$ cat src/rtl/opb_regbank_pkg.sv
// Shared types, constants and helpers for the OPB register bank.
// Used by opb_slave_ack_fsm and opb_register_bank_ppc2simulink.
package opb_regbank_pkg;

  localparam int unsigned WORD_BYTES = 4;
  localparam int unsigned DATA_W     = 32;

  typedef logic [1:0] opb_state_t;

  localparam opb_state_t StIdle = 2'd0;
  localparam opb_state_t StAck  = 2'd1;
  localparam opb_state_t StHold = 2'd2;

  // be[3] is OPB BE[0] and selects the most significant byte (user bits 31:24).
  function automatic logic [DATA_W-1:0] be_to_mask(input logic [WORD_BYTES-1:0] be);
    logic [DATA_W-1:0] mask;
    mask = '0;
    for (int b = 0; b < WORD_BYTES; b++) begin
      mask[8*b +: 8] = {8{be[b]}};
    end
    return mask;
  endfunction

endpackage

$ cat src/rtl/opb_slave_ack_fsm.sv
// OPB slave address decode and IDLE/ACK/HOLD sequencing.
// Emits a single-cycle read or write strobe per select, with the word index.
module opb_slave_ack_fsm
  import opb_regbank_pkg::*;
#(
  parameter logic [31:0] BaseAddr = 32'h01188700,
  parameter logic [31:0] HighAddr = 32'h011887FF
) (
  input  logic        clk_i,
  input  logic        rst_ni,
  input  logic [31:0] addr_i,
  input  logic        rnw_i,
  input  logic        select_i,
  input  logic        seq_addr_i,
  output logic        wr_stb_o,
  output logic        rd_stb_o,
  output logic [29:0] idx_o,
  output logic        ack_o
);

  opb_state_t  state_q, state_d;
  logic        hit;
  logic        start;
  logic [31:0] offset;
  logic        unused_offset;

  assign hit           = select_i && (addr_i >= BaseAddr) && (addr_i <= HighAddr);
  assign offset        = addr_i - BaseAddr;
  assign idx_o         = offset[31:2];
  assign unused_offset = ^offset[1:0];

  // Strobes fire during the request cycle so storage updates on the edge that raises ack.
  assign start    = (state_q == StIdle) && hit;
  assign wr_stb_o = start && !rnw_i;
  assign rd_stb_o = start && rnw_i;
  assign ack_o    = (state_q == StAck);

  always_comb begin
    state_d = state_q;
    unique case (state_q)
      StIdle: if (hit) state_d = StAck;
      StAck:  state_d = StHold;
      StHold: if (!select_i || seq_addr_i) state_d = StIdle;
      default: state_d = StIdle;
    endcase
  end

  always_ff @(posedge clk_i or negedge rst_ni) begin
    if (!rst_ni) begin
      state_q <= StIdle;
    end else begin
      state_q <= state_d;
    end
  end

endmodule

$ cat src/rtl/opb_register_bank_ppc2simulink.sv
// NUM_REGS x 32-bit software-writable register bank on an OPB slave window.
// Define SHADOW_COMMIT_EN to stage writes in shadows and commit them atomically.
module opb_register_bank_ppc2simulink
  import opb_regbank_pkg::*;
#(
  parameter logic [31:0] C_BASEADDR   = 32'h01188700,
  parameter logic [31:0] C_HIGHADDR   = 32'h011887FF,
  parameter int unsigned C_OPB_AWIDTH = 32,
  parameter int unsigned C_OPB_DWIDTH = 32,
  parameter int unsigned NUM_REGS     = 8,
  parameter logic [31:0] RESET_VAL    = 32'h0
) (
  input  logic                       OPB_Clk,
  input  logic                       OPB_Rst_n,
  input  logic [0:C_OPB_AWIDTH-1]    OPB_ABus,
  input  logic [0:3]                 OPB_BE,
  input  logic [0:C_OPB_DWIDTH-1]    OPB_DBus,
  input  logic                       OPB_RNW,
  input  logic                       OPB_select,
  input  logic                       OPB_seqAddr,
  output logic [0:C_OPB_DWIDTH-1]    Sl_DBus,
  output logic                       Sl_xferAck,
  output logic                       Sl_errAck,
  output logic                       Sl_retry,
  output logic                       Sl_toutSup,
  output logic [NUM_REGS*DATA_W-1:0] user_data_out,
  output logic [NUM_REGS-1:0]        user_we
);

  logic              wr_stb, rd_stb, xfer_ack;
  logic [29:0]       idx;
  logic [31:0]       abus, wdata, wmask;
  logic [3:0]        be;

  // Big-endian OPB buses map straight onto little-endian vectors: bit 0 becomes the MSB.
  assign abus  = OPB_ABus;
  assign wdata = OPB_DBus;
  assign be    = OPB_BE;
  assign wmask = be_to_mask(be);

  opb_slave_ack_fsm #(
    .BaseAddr (C_BASEADDR),
    .HighAddr (C_HIGHADDR)
  ) u_ack_fsm (
    .clk_i      (OPB_Clk),
    .rst_ni     (OPB_Rst_n),
    .addr_i     (abus),
    .rnw_i      (OPB_RNW),
    .select_i   (OPB_select),
    .seq_addr_i (OPB_seqAddr),
    .wr_stb_o   (wr_stb),
    .rd_stb_o   (rd_stb),
    .idx_o      (idx),
    .ack_o      (xfer_ack)
  );

  logic [DATA_W-1:0]   live_q [NUM_REGS];
  logic [DATA_W-1:0]   live_d [NUM_REGS];
  logic [NUM_REGS-1:0] we_q, we_d;
  logic [DATA_W-1:0]   rdata_q, rdata_d;

`ifdef SHADOW_COMMIT_EN
  logic [DATA_W-1:0]   shadow_q [NUM_REGS];
  logic [DATA_W-1:0]   shadow_d [NUM_REGS];

  always_comb begin
    live_d   = live_q;
    shadow_d = shadow_q;
    we_d     = '0;
    rdata_d  = '0;
    for (int i = 0; i < NUM_REGS; i++) begin
      if (wr_stb && idx == 30'(i) && be != 4'b0) begin
        shadow_d[i] = (shadow_q[i] & ~wmask) | (wdata & wmask);
      end
      if (rd_stb && idx == 30'(i)) begin
        rdata_d = shadow_q[i];
      end
    end
    // Commit: OPB BE[3] and DBus[31] are the least significant byte enable and bit.
    if (wr_stb && idx == 30'(NUM_REGS) && be[0] && wdata[0]) begin
      live_d = shadow_q;
      we_d   = '1;
    end
  end

  always_ff @(posedge OPB_Clk or negedge OPB_Rst_n) begin
    if (!OPB_Rst_n) begin
      for (int i = 0; i < NUM_REGS; i++) begin
        shadow_q[i] <= RESET_VAL;
      end
    end else begin
      shadow_q <= shadow_d;
    end
  end
`else
  always_comb begin
    live_d  = live_q;
    we_d    = '0;
    rdata_d = '0;
    for (int i = 0; i < NUM_REGS; i++) begin
      if (wr_stb && idx == 30'(i) && be != 4'b0) begin
        live_d[i] = (live_q[i] & ~wmask) | (wdata & wmask);
        we_d[i]   = 1'b1;
      end
      if (rd_stb && idx == 30'(i)) begin
        rdata_d = live_q[i];
      end
    end
  end
`endif

  always_ff @(posedge OPB_Clk or negedge OPB_Rst_n) begin
    if (!OPB_Rst_n) begin
      for (int i = 0; i < NUM_REGS; i++) begin
        live_q[i] <= RESET_VAL;
      end
      we_q    <= '0;
      rdata_q <= '0;
    end else begin
      live_q  <= live_d;
      we_q    <= we_d;
      rdata_q <= rdata_d;
    end
  end

  for (genvar g = 0; g < NUM_REGS; g++) begin : gen_user_out
    assign user_data_out[DATA_W*g +: DATA_W] = live_q[g];
  end

  assign user_we    = we_q;
  assign Sl_DBus    = rdata_q;
  assign Sl_xferAck = xfer_ack;
  assign Sl_errAck  = 1'b0;
  assign Sl_retry   = 1'b0;
  assign Sl_toutSup = 1'b0;

endmodule
$ cat config.mk
export PLATFORM = sky130hd
export DESIGN_NAME = opb_register_bank_ppc2simulink
export DESIGN_NICKNAME = d
export VERILOG_FILES = /design/src/rtl/opb_regbank_pkg.sv /design/src/rtl/opb_slave_ack_fsm.sv /design/src/rtl/opb_register_bank_ppc2simulink.sv
export SDC_FILE = /design/constraint.sdc
export NUM_CORES = 1
export LEC_CHECK = 0
export BUFFER_PORTS_ARGS = -buffer_cell sky130_fd_sc_hd__buf_2
export CAP_MARGIN = 10
export CORE_MARGIN = 2
export CORE_UTILIZATION = 31
export CTS_CLUSTER_DIAMETER = 100
export DETAILED_ROUTE_END_ITERATION = 16
export PLACE_DENSITY = 0.57
export SYNTH_ARGS = -nofsm -noshare
export SYNTH_HDL_FRONTEND = slang
export SYNTH_SLANG_ARGS = --single-unit
export TNS_END_PERCENT = 50
$ cat constraint.sdc
create_clock -name OPB_Clk -period 2.64 [get_ports OPB_Clk]
set_input_delay 0.132 -clock OPB_Clk [delete_from_list [all_inputs] [get_ports OPB_Clk]]
set_output_delay 0.132 -clock OPB_Clk [all_outputs]
set_load 0.005 [all_outputs]
==> results.md <==
| Parameter | Value |
|---|---|
| TritonCTS Buffers | 35 |
| Area inside the core boundary | 44100 µm² |
| Unique cell type count in the Yosys netlist | 42 |
| Avg Synthesized Cell Area | 15.1 µm² |
| Simple-Gate Fraction of Synth Area | 11.3% |
| Ratio of cells with drive above 1 in the final layout | 61.2% |
| Part of the Yosys area used for sequential elements | 53.8% |
| Cell taking the most area after synthesis | sky130_fd_sc_hd__dfrtp_1 |
| Root buffer selected by CTS | sky130_fd_sc_hd__clkbuf_16 |
| Via count of the routed design | 10000 |
| Total GRT Usage | 19.0% |
| Mux share of post-synthesis cell area | 29.6% |
| Number of detailed-route iterations in the first pass | 4 |
| Post-place setup slack | 0.198 ns |
| Number of global-route vias before repair | 10400 |
| Most used flip-flop cell after synthesis | sky130_fd_sc_hd__dfrtp_1 |
| Wire length of the first global-routing pass | 67100 µm |
| Data required, critical path | 3.05 ns |
| Number of standard cells in the layout, taps in and fillers out | 2003 |
| Net switching power of the design | 2250 µW |
| Port-buffer cells | 367 |
| Final RePlAce weighted congestion | 0.777 |
| CTS clock-pin slew for the worst setup and hold paths | 0.06 ns |
| Quantity of gates resized following cts | 0 |
| Post-route DRC | 0 |
| Net Sw Frac | 22.9% |
| Initial cell density of the core | 31.4% |
| Number of hold buffers added after CTS | 37 |
| TritonCTS clock tree | built |
| Hpwl dp | 30500 µm |
| Leakage power | 0.00991 µW |
| Maximum fanout along the worst path | 16 |
| Register area | 7460 µm² |
| Commonest non-fill, non-tap cells in the layout | sky130_fd_sc_hd__buf_2 (364), sky130_fd_sc_hd__dfrtp_1 (298), sky130_fd_sc_hd__mux2_2 (278) |
| Period Utilization, post-route | 88.7% |
| Die footprint | 46400 µm² |
| Largest net degree at the start of global routing | 82 |
| Path type of the worst min-delay path | primary input to register |
| Average detailed-routed wire length per instance | 22.2 µm |
| Clock latency on the worst-skew pair | 0.53 ns |
| Area fraction of the dominant cell type after synthesis | 53.8% |
| Gate count after technology mapping | 920 |
| Worst Setup Slack, final | 0.298 ns |
| Standard-cell rows | 77 |
| Max-cap viol count | 0 |
| Most common cell after layout, fill and taps aside | sky130_fd_sc_hd__buf_2 |
| Share of flip-flops with an asynchronous set or reset after synthesis | 100% |
| Remaining global-route overflow | 0 |
| Power density of the placed cells | 533 nW/µm² |
| Drt initial violations | 506 |
| Final antenna-violating net count | 0 |
| Total number of yosys warnings | 0 |
| Antenna violations before repair | 3 |
| Clock network fraction of design power | 48.1% |
| Cell-internal power | 7560 µW |
| Total instance count after detailed placement | 1906 |
| Area occupied by multi-input gates | 6140 µm² |
| Combinational family with the most area after synthesis | multiplexers |
| H-tree levels | 2 |
| Deepest clock path buffer count | 3 |
| Proportion of power drawn by combinational gates | 5.3% |
| Number of flip-flops and latches in the synthesized netlist | 298 |
| Buffers inserted by post-CTS timing repair | 0 |
| Count of clock tree sinks | 298 |
| Relative slew slack | 51.0% |
| Fmax achieved | 427 MHz |
| Actual slew at the worst max-slew pin | 0.734 ns |
| Sort of element at the start of the critical path | register |
| Adder-cell share of the synthesized area | 0% |
| Final net count | 1461 |
| Die span in x | 215 µm |
| Post-synthesis instance area | 13800 µm² |
| Status | finished, final reports clean |
| Largest clock skew in the final design | 0.0115 ns |
| EDFF count, synth | 0 |
| Detailed Route WL | 44400 µm |
| Ranking of synthesized cells by area | sky130_fd_sc_hd__dfrtp_1 (54%), sky130_fd_sc_hd__mux2_2 (23%), sky130_fd_sc_hd__mux4_2 (6.3%) |
| Final hold violations | 0 |
| Final-report max-slew violation count | 0 |
| Worst supply voltage drop on vdd | 0.000521 V |
| Chip height | 215 µm |
| Start-to-end type of the worst setup path | register to register |
| Fraction of the mapped netlist area in compound gates | 3.10% |
| RSZ-0062 raised after global routing | no |
| Setup TNS | 0 ns |
| Number of setup violations in the final report | 0 |
| Data arrival time of the worst path | 2.75 ns |
| Register share of total power | 46.5% |
| Period minus WS final | 2.34 ns |
| Number of filler instances in the final layout | 4216 |
| Via density | 5.00 |
| Post-synthesis share of cell area spent on xor and xnor gates | 0% |
| Kind of end point of the critical path | register |
| Top Ports | 373 |
| Growth of design area from synthesis to finish | 32.9% |
cells by family (layout without fill, tap and decap cells):
logic type | Yosys count | count (layout)
other cells | 1 | 5
flops | 298 | 298
buf+inv | 66 | 553
mux | 326 | 326
compound gates | 55 | 55
simple gates | 174 | 174
critical path, stage by stage (launching register included):
cell                      delay [ns]
sky130_fd_sc_hd__dfrtp_1        0.37
sky130_fd_sc_hd__nor2b_1        0.15
sky130_fd_sc_hd__nand4_1        0.31
sky130_fd_sc_hd__buf_4          0.40
sky130_fd_sc_hd__nor4_4         0.38
sky130_fd_sc_hd__buf_4          0.23
sky130_fd_sc_hd__mux2_2         0.35
final cells by class:
type | instances | share of cell area, %
multi-input combinational | 558 | 33.3
clock buffer | 51 | 5.64
clock inverter | 7 | 0.360
antenna | 2 | 0.0272
inverter | 4 | 0.0815
timing repair buffer | 491 | 16.0
tap | 592 | 4.02
sequential | 298 | 40.5
final timing paths:
check,start,end,slack [ns],cells after the start
max,u_ack_fsm.state_q[0],register,0.30,6
min,OPB_ABus[13],u_ack_fsm.state_q[0],0.09,4
max reg2reg,u_ack_fsm.state_q[0],register,0.30,6
min reg2reg,register,register,0.52,1
max in group asynchronous,OPB_Rst_n,async pin,1.50,4
min in group asynchronous,OPB_Rst_n,async pin,0.20,2
routing by layer:
metal  vias up  wire, µm  GRT usage [%]
met4         2      1100           6.02
met3        63      2200           3.89
met5         -        13              0
met1      5250     19600           25.4
met2       268     21500           30.8
li1       4432         -              -
stage by stage:
step           utilization, %  power, µW  hold WS (ns)  cell area (µm²)
4_1_cts                  41.7       9960        0.0552            18400
3_5_place_dp             38.4       5150         0.193            16900
6_report                 41.7       9820        0.0850            18400
5_1_grt                  41.7      10200        0.0937            18400
3_3_place_gp             38.4       5140         0.190            16900
2_1_floorplan               -       4840        -0.164            13900
synthesized netlist by cell type (4+ instances only):
| cell | n |
|---|---|
| sky130_fd_sc_hd__mux2i_1 | 9 |
| sky130_fd_sc_hd__and3b_1 | 4 |
| sky130_fd_sc_hd__buf_2 | 12 |
| sky130_fd_sc_hd__mux2_2 | 278 |
| sky130_fd_sc_hd__nor2b_1 | 5 |
| sky130_fd_sc_hd__nand4_1 | 17 |
| sky130_fd_sc_hd__and3_1 | 4 |
| sky130_fd_sc_hd__clkbuf_1 | 38 |
| sky130_fd_sc_hd__buf_1 | 6 |
| sky130_fd_sc_hd__dfrtp_1 | 298 |
| sky130_fd_sc_hd__mux4_2 | 39 |
| sky130_fd_sc_hd__nor2_1 | 7 |
| sky130_fd_sc_hd__a31oi_1 | 22 |
| sky130_fd_sc_hd__nand2b_1 | 21 |
| sky130_fd_sc_hd__a21oi_1 | 5 |
| sky130_fd_sc_hd__nand4b_1 | 16 |
| sky130_fd_sc_hd__nand2_1 | 31 |
| sky130_fd_sc_hd__nand3b_1 | 21 |
| sky130_fd_sc_hd__a221o_1 | 21 |
| sky130_fd_sc_hd__nor4_4 | 29 |
power by group through the flow:
stage          combinational, µW  clock (µW)  sequential (µW)
6_report                     523        4720             4570
5_1_grt                      576        5020             4570
4_1_cts                      536        4860             4570
3_5_place_dp                 496           0             4650
3_3_place_gp                 491           0             4650
2_1_floorplan                185           0             4650
Power figures use the tool's default switching activity.
